File: config.mk
export PLATFORM = sky130hd
export DESIGN_NAME = mc_ctrl_fsm
export DESIGN_NICKNAME = d
export VERILOG_FILES = /design/src/rtl/mc_ctrl_fsm.sv
export SDC_FILE = /design/constraint.sdc
export NUM_CORES = 1
export LEC_CHECK = 0
export CORE_ASPECT_RATIO = 1.5
export CORE_MARGIN = 2
export CORE_UTILIZATION = 41
export DETAILED_ROUTE_END_ITERATION = 7
export DONT_BUFFER_PORTS = 1
export GPL_TIMING_DRIVEN = 0
export SYNTH_ARGS = -nofsm -noshare
export SYNTH_HDL_FRONTEND = slang
export SYNTH_SLANG_ARGS = --single-unit
File: constraint.sdc
create_clock -name clk -period 4.2 [get_ports clk]
set_clock_uncertainty 0.2 [all_clocks]
set_input_delay 0.84 -clock clk [delete_from_list [all_inputs] [get_ports clk]]
set_output_delay 0.84 -clock clk [all_outputs]
set_load 0.05 [all_outputs]
File: src/rtl/mc_ctrl_fsm.sv
// Multicycle main-control FSM for the taylor MIPS core, with a memory-ready watchdog.
// Optional ADDI support is built when MC_ADDI_EN is defined.
module mc_ctrl_fsm #(
    parameter int unsigned TIMEOUT = 16,
    parameter int unsigned TO_W    = 5
) (
    input  logic       clk,
    input  logic       rst,
    input  logic [5:0] opcode,
    input  logic       mem_ready,
    output logic       iord,
    output logic       mem_read,
    output logic       mem_write,
    output logic       ir_write,
    output logic       reg_dst,
    output logic       mem_to_reg,
    output logic       reg_write,
    output logic       alu_src_a,
    output logic [1:0] alu_src_b,
    output logic [1:0] alu_op,
    output logic [1:0] pc_src,
    output logic       pc_write,
    output logic       pc_write_cond,
    output logic [3:0] state,
    output logic       fault
);

    typedef enum logic [3:0] {
        S_FETCH  = 4'd0,
        S_DECODE = 4'd1,
        S_MEMADR = 4'd2,
        S_MEMRD  = 4'd3,
        S_MEMWB  = 4'd4,
        S_MEMWR  = 4'd5,
        S_EXEC   = 4'd6,
        S_ALUWB  = 4'd7,
        S_BRANCH = 4'd8,
        S_JUMP   = 4'd9,
`ifdef MC_ADDI_EN
        S_ADDIEX = 4'd10,
        S_ADDIWB = 4'd11,
`endif
        S_FAULT  = 4'd15
    } state_t;

    localparam logic [5:0] OP_RTYPE = 6'h00;
    localparam logic [5:0] OP_LW    = 6'h23;
    localparam logic [5:0] OP_SW    = 6'h2B;
    localparam logic [5:0] OP_BEQ   = 6'h04;
    localparam logic [5:0] OP_J     = 6'h02;
`ifdef MC_ADDI_EN
    localparam logic [5:0] OP_ADDI  = 6'h08;
`endif

    localparam logic [TO_W-1:0] WD_LIMIT = TO_W'(TIMEOUT - 1);

    state_t          cur;
    logic [TO_W-1:0] wd;
    logic            fault_r;

    // Watchdog defaults to clear; only a memory state that is still waiting
    // overrides it with an increment, so every entry starts from zero.
    always_ff @(posedge clk or negedge rst) begin
        if (!rst) begin
            cur     <= S_FETCH;
            wd      <= '0;
            fault_r <= 1'b0;
        end else begin
            wd <= '0;
            case (cur)
                S_FETCH: begin
                    if (mem_ready) begin
                        cur <= S_DECODE;
                    end else if (wd == WD_LIMIT) begin
                        cur     <= S_FAULT;
                        fault_r <= 1'b1;
                    end else begin
                        wd <= wd + 1'b1;
                    end
                end
                S_DECODE: begin
                    case (opcode)
                        OP_RTYPE:     cur <= S_EXEC;
                        OP_LW, OP_SW: cur <= S_MEMADR;
                        OP_BEQ:       cur <= S_BRANCH;
                        OP_J:         cur <= S_JUMP;
`ifdef MC_ADDI_EN
                        OP_ADDI:      cur <= S_ADDIEX;
`endif
                        default: begin
                            cur     <= S_FAULT;
                            fault_r <= 1'b1;
                        end
                    endcase
                end
                S_MEMADR: cur <= (opcode == OP_LW) ? S_MEMRD : S_MEMWR;
                S_MEMRD: begin
                    if (mem_ready) begin
                        cur <= S_MEMWB;
                    end else if (wd == WD_LIMIT) begin
                        cur     <= S_FAULT;
                        fault_r <= 1'b1;
                    end else begin
                        wd <= wd + 1'b1;
                    end
                end
                S_MEMWB:  cur <= S_FETCH;
                S_MEMWR: begin
                    if (mem_ready) begin
                        cur <= S_FETCH;
                    end else if (wd == WD_LIMIT) begin
                        cur     <= S_FAULT;
                        fault_r <= 1'b1;
                    end else begin
                        wd <= wd + 1'b1;
                    end
                end
                S_EXEC:   cur <= S_ALUWB;
                S_ALUWB:  cur <= S_FETCH;
                S_BRANCH: cur <= S_FETCH;
                S_JUMP:   cur <= S_FETCH;
`ifdef MC_ADDI_EN
                S_ADDIEX: cur <= S_ADDIWB;
                S_ADDIWB: cur <= S_FETCH;
`endif
                S_FAULT:  cur <= S_FAULT;
                default: begin
                    cur     <= S_FAULT;
                    fault_r <= 1'b1;
                end
            endcase
        end
    end

    // Decoded from the registered state; only the fetch-cycle IR/PC strobes
    // follow mem_ready combinationally so the IR loads in the completing cycle.
    always_comb begin
        iord          = 1'b0;
        mem_read      = 1'b0;
        mem_write     = 1'b0;
        ir_write      = 1'b0;
        reg_dst       = 1'b0;
        mem_to_reg    = 1'b0;
        reg_write     = 1'b0;
        alu_src_a     = 1'b0;
        alu_src_b     = 2'b00;
        alu_op        = 2'b00;
        pc_src        = 2'b00;
        pc_write      = 1'b0;
        pc_write_cond = 1'b0;
        case (cur)
            S_FETCH: begin
                mem_read  = 1'b1;
                alu_src_b = 2'b01;
                ir_write  = mem_ready;
                pc_write  = mem_ready;
            end
            S_DECODE: alu_src_b = 2'b11;
            S_MEMADR: begin
                alu_src_a = 1'b1;
                alu_src_b = 2'b10;
            end
            S_MEMRD: begin
                mem_read = 1'b1;
                iord     = 1'b1;
            end
            S_MEMWB: begin
                reg_write  = 1'b1;
                mem_to_reg = 1'b1;
            end
            S_MEMWR: begin
                mem_write = 1'b1;
                iord      = 1'b1;
            end
            S_EXEC: begin
                alu_src_a = 1'b1;
                alu_op    = 2'b10;
            end
            S_ALUWB: begin
                reg_write = 1'b1;
                reg_dst   = 1'b1;
            end
            S_BRANCH: begin
                alu_src_a     = 1'b1;
                alu_op        = 2'b01;
                pc_write_cond = 1'b1;
                pc_src        = 2'b01;
            end
            S_JUMP: begin
                pc_write = 1'b1;
                pc_src   = 2'b10;
            end
`ifdef MC_ADDI_EN
            S_ADDIEX: begin
                alu_src_a = 1'b1;
                alu_src_b = 2'b10;
            end
            S_ADDIWB: reg_write = 1'b1;
`endif
            default: ;
        endcase
    end

    assign state = cur;
    assign fault = fault_r;

endmodule

Word-level counts from Yosys, hierarchy flattened:

Cells that the tools add are included.

* add/subtract/negate cells: 1
* $mul: 0
* divide/modulo/power cells: 0
* order comparisons: 0
* equal/unequal tests: 18
* shifts and indexed selects: 0
* multiplexer cells: 27
* bitwise gates (word level): 1
* reductions and logical operators: 12

Operator list (count)
* case mux 4 bit (7 select lines): 1
* == test 4 x 3 -> 1 bit (second input constant): 4
* 2-to-1 mux 4 bit: 4
* case mux 4 bit (4 select lines): 1
* 2-to-1 mux 5 bit: 3
* == test 4 bit (second input constant): 3
* == test 6 bit (second input constant): 2
* 2-to-1 mux 1 bit: 12
* == test 4 x 2 -> 1 bit (second input constant): 2
* case mux 2 bit (2 select lines): 2
* OR reduction 2 bit: 4
* OR reduction 7 bit: 1
* == test 6 x 2 -> 1 bit (second input constant): 1
* == test 6 x 3 -> 1 bit (second input constant): 1
* logical NOT 6 bit: 1
* case mux 2 bit (3 select lines): 1
* OR reduction 3 bit: 2
* adder 5 x 1 -> 5 bit (second input constant): 1
* == test 5 x 4 -> 1 bit (second input constant): 1
* OR reduction 5 bit: 1
* == test 4 x 1 -> 1 bit (second input constant): 1
* logical NOT 4 bit: 1
* != test 2 bit (second input constant): 2
* AND reduction 4 bit: 1
* other kinds (6): 6

* register bits: 10
* bits in latches: 0
* RAM bits: 0
* memory bits (read-only): 0
* bits of input ports: 9
* output and inout port bits: 21
* memories kept: 0

Longest topological paths before layout:

* depth after elaboration: 4
* depth in mapped cells: 5
* depth with buffers taken out: 5

Worst setup path after synthesis:

No wires, ideal clock.

* path type: flip-flop to output port
* from: reg cur[2], in the netlist state[2]
* to: out pc_write
* arrival time: 2.445 ns
* data required time: 3.160 ns
* slack: 0.715 ns
* stages on the path, launching flop included: 5
* path buffers: 1
* path through: dfrtp_1 > buf_2 > nor2_2 > nor4b_2 > or2_1

* longest elaborated chain between the ends: 2
* elaborated cells on any way between the ends: 3

RTL lines
* from (decl): line 57 `state_t cur;`
* from (signal assigned): line 96 `S_MEMADR: cur <= (opcode == OP_LW) ? S_MEMRD : S_MEMWR;`
* == test 4 bit / logical NOT 4 bit (equally long branches): line 151 `case (cur)`
* case mux 1 bit (2 select lines) *: line 151
* to (decl): line 22 `output logic pc_write,`

Mark *: on every way between the ends. The rest lies on a longest branch, timed or not.

Worst setup path in the final report:

Same ends and word-level chain as after synthesis.

==> impl_metrics.yaml <==
run_status:
  status: "complete, no violations"
sta:
  setup_viol: 0
  finalMaxSlewViolations: 0
  period_share_pct: 92.8
  setup_tns_ns: 0
  finalHoldViolations: 0
  tightest_slew_ns: 1.43
  fin_crit_ns: 3.90
  relSlewSlack_pct: 4.10
  fmax_ghz: 0.257
  rsz0062_at_grt: "no"
clock_network:
  ctsHoldBuffers: 0
  cts_root_buf: "clkbuf_4"
  cts_num_sinks: 10
  cts_buffer_depth: 2
  cts_tree: "built"
  numCtsBuffers: 3
  insertion_delay_ns: 0.26
  path_clk_slew_ns: 0.06
  post-cts-setup-buffers: 0
  htreeDepth: 1
  ctsResizeCount: 0
synthesis:
  ys_top_cells_by_area: "dfrtp_1 (28%), a21oi_1 (4.5%), nor2_1 (3.8%)"
  syn_inst: 107
  seq_area_frac_synth_pct: 27.9
  yosysWarnings: 0
  synth.avg_cell_area_um2: 8.38
  syn-num-nets: 117
  synth_area_leader_cell: "dfrtp_1"
  synth-seq-cells: 10
  yosysTopAreaCellShare_pct: 27.9
  yosysUniqueCellTypes: 42
  syn_area_um2: 897
placed_design:
  place_hpwl_mm: 1.71
  place_congestion: 0.772
  portBuffers: 0
routing:
  vias_per_cell: 6.17
  dr.pass1.iters: 4
  drcViolationCount: 0
  postRouteAntennaNets: 0
  finalWirelength_mm: 2.13
  num_vias: 815
  drt_iter0_markers: 16
  drt-wirelength-per-cell_um: 16.1
grt:
  grt_usage_pct: 17.7
  grt_max_degree: 11
  grt_pass1_vias: 776
  antenna_found_initial: 0
  grt_overflow: 0
  use_met3_pct: 3.23
  top_usage_layer: "met2"
  grt_pass1_wl_mm: 3.44
  gr-usage-met2_pct: 34.7
  use_met1_pct: 17.6
floorplan:
  num_rows: 20
  die_h_um: 61.3
  dieArea_um2: 2590
  core_um2: 2050
  die_w_um: 42.2
  ios: 30
  start_util_pct: 43.7
worst_setup_path:
  worst_setup_path_start_kind: "register"
  max_stage_delay_ns: 1.01
  worst_ep_arrival_time_ns: 2.86
  cp.required_ns: 3.16
  slowest_stage: "nor4b_2"
  crit_chain: "buf_2 -> nor2_2 -> nor4b_2 -> or2_1"
  cp_num_buf_inv: 1
  path_class: "register to primary output"
  cp-end-kind: "primary output"
  crit_fanout: 7
  critPathTopFamily: "simple AND/OR/NAND/NOR gates"
layout:
  n_antenna_cell: 0
  fillCellCount: 203
  synthToLayoutAreaGrowth_pct: 7.25
  mostFrequentLayoutCell: "dfrtp_1"
  nets: 122
  final_cell_mix: "dfrtp_1 (10), nor2_1 (9), a21oi_1 (8)"
  layout-drive-gt1-share_pct: 25.5
hold_path:
  hp-class: "input pin to async pin"
flow_run:
  max-cap-violations: 0
-- per-stage QoR --
stage / std cells / setup slack [ns] / util [%] / cell area, um2 / hold WS (ns)
2_1_floorplan: 107 / 0.715 / - / 897 / 0.248
3_3_place_gp: 129 / 0.568 / 45.1 / 925 / 0.264
3_5_place_dp: 129 / 0.565 / 45.8 / 940 / 0.274
4_1_cts: 132 / 0.274 / 46.9 / 962 / 0.0565
5_1_grt: 132 / 0.180 / 46.9 / 962 / 0.0536
6_report: 132 / 0.304 / 46.9 / 962 / 0.0636
-- logic make-up (layout without fill, tap and decap cells) --
family	after synthesis	in the layout	share of synthesized area (%)
AND/OR/NAND/NOR	52	52	36.3
flip-flops	10	10	27.9
AO/OA/AOI/OAI	24	24	17.2
XOR/XNOR	5	5	5.72
buffers and inverters	14	17	9.06
adder cells (fa/ha/maj)	1	1	1.39
multiplexers	1	1	2.51
-- sequential cells by signal, summed over array words and instances, names as in the netlist --
register,flops
fault,1
wd,5
state,4
-- path summary, 6_finish.rpt --
check | from | to | slack, ns | depth (start not counted)
setup / recovery | state[2] | pc_write | 0.30 | 4
hold / removal | rst | wd[2] | 0.06 | 0
setup reg to reg | state[3] | state[0] | 1.72 | 4
hold reg to reg | wd[0] | wd[0] | 0.27 | 1
max in group asynchronous | rst | state[3] | 3.66 | 0
min in group clk | wd[0] | wd[0] | 0.27 | 1
-- final cells by class --
| class | instances | area (um2) | share of cell area (%) |
|---|---|---|---|
| inverter | 4 | 15.0 | 1.56 |
| tap | 22 | 27.5 | 2.86 |
| multi-input combinational | 83 | 581 | 60.3 |
| clock buffer | 3 | 22.5 | 2.34 |
| sequential | 10 | 250 | 26.0 |
| buffer | 10 | 66.3 | 6.89 |
-- per-layer routing --
metal	up-vias	wire length [um]
met1	398	809
met4	0	59
met3	8	87
met5	-	0
li1	387	-
met2	22	1170
-- cells in the mapped netlist, drive strengths merged --
library cell  instances
o211ai                1
nor3                  6
ha                    1
o21ai                 5
a2111oi               1
a221oi                1
nor4b                 1
o21a                  2
a31oi                 1
nor4                  2
nand4b                1
xor2                  3
nor2b                 2
or2                   2
mux2i                 1
dfrtp                10
xnor2                 2
a31o                  1
buf                  10
o31ai                 1
nand4                 1
nand2                 6
nand2b                4
and3                  5
nor3b                 3
and2                  1
nor2                 12
a21oi                 8
nand3b                1
nand3                 5
a32oi                 2
inv                   4
o221ai                1
Power is left out: the tool's default activity adds up to more than one toggle a clock period on the data nets, which glitch-free logic cannot reach.
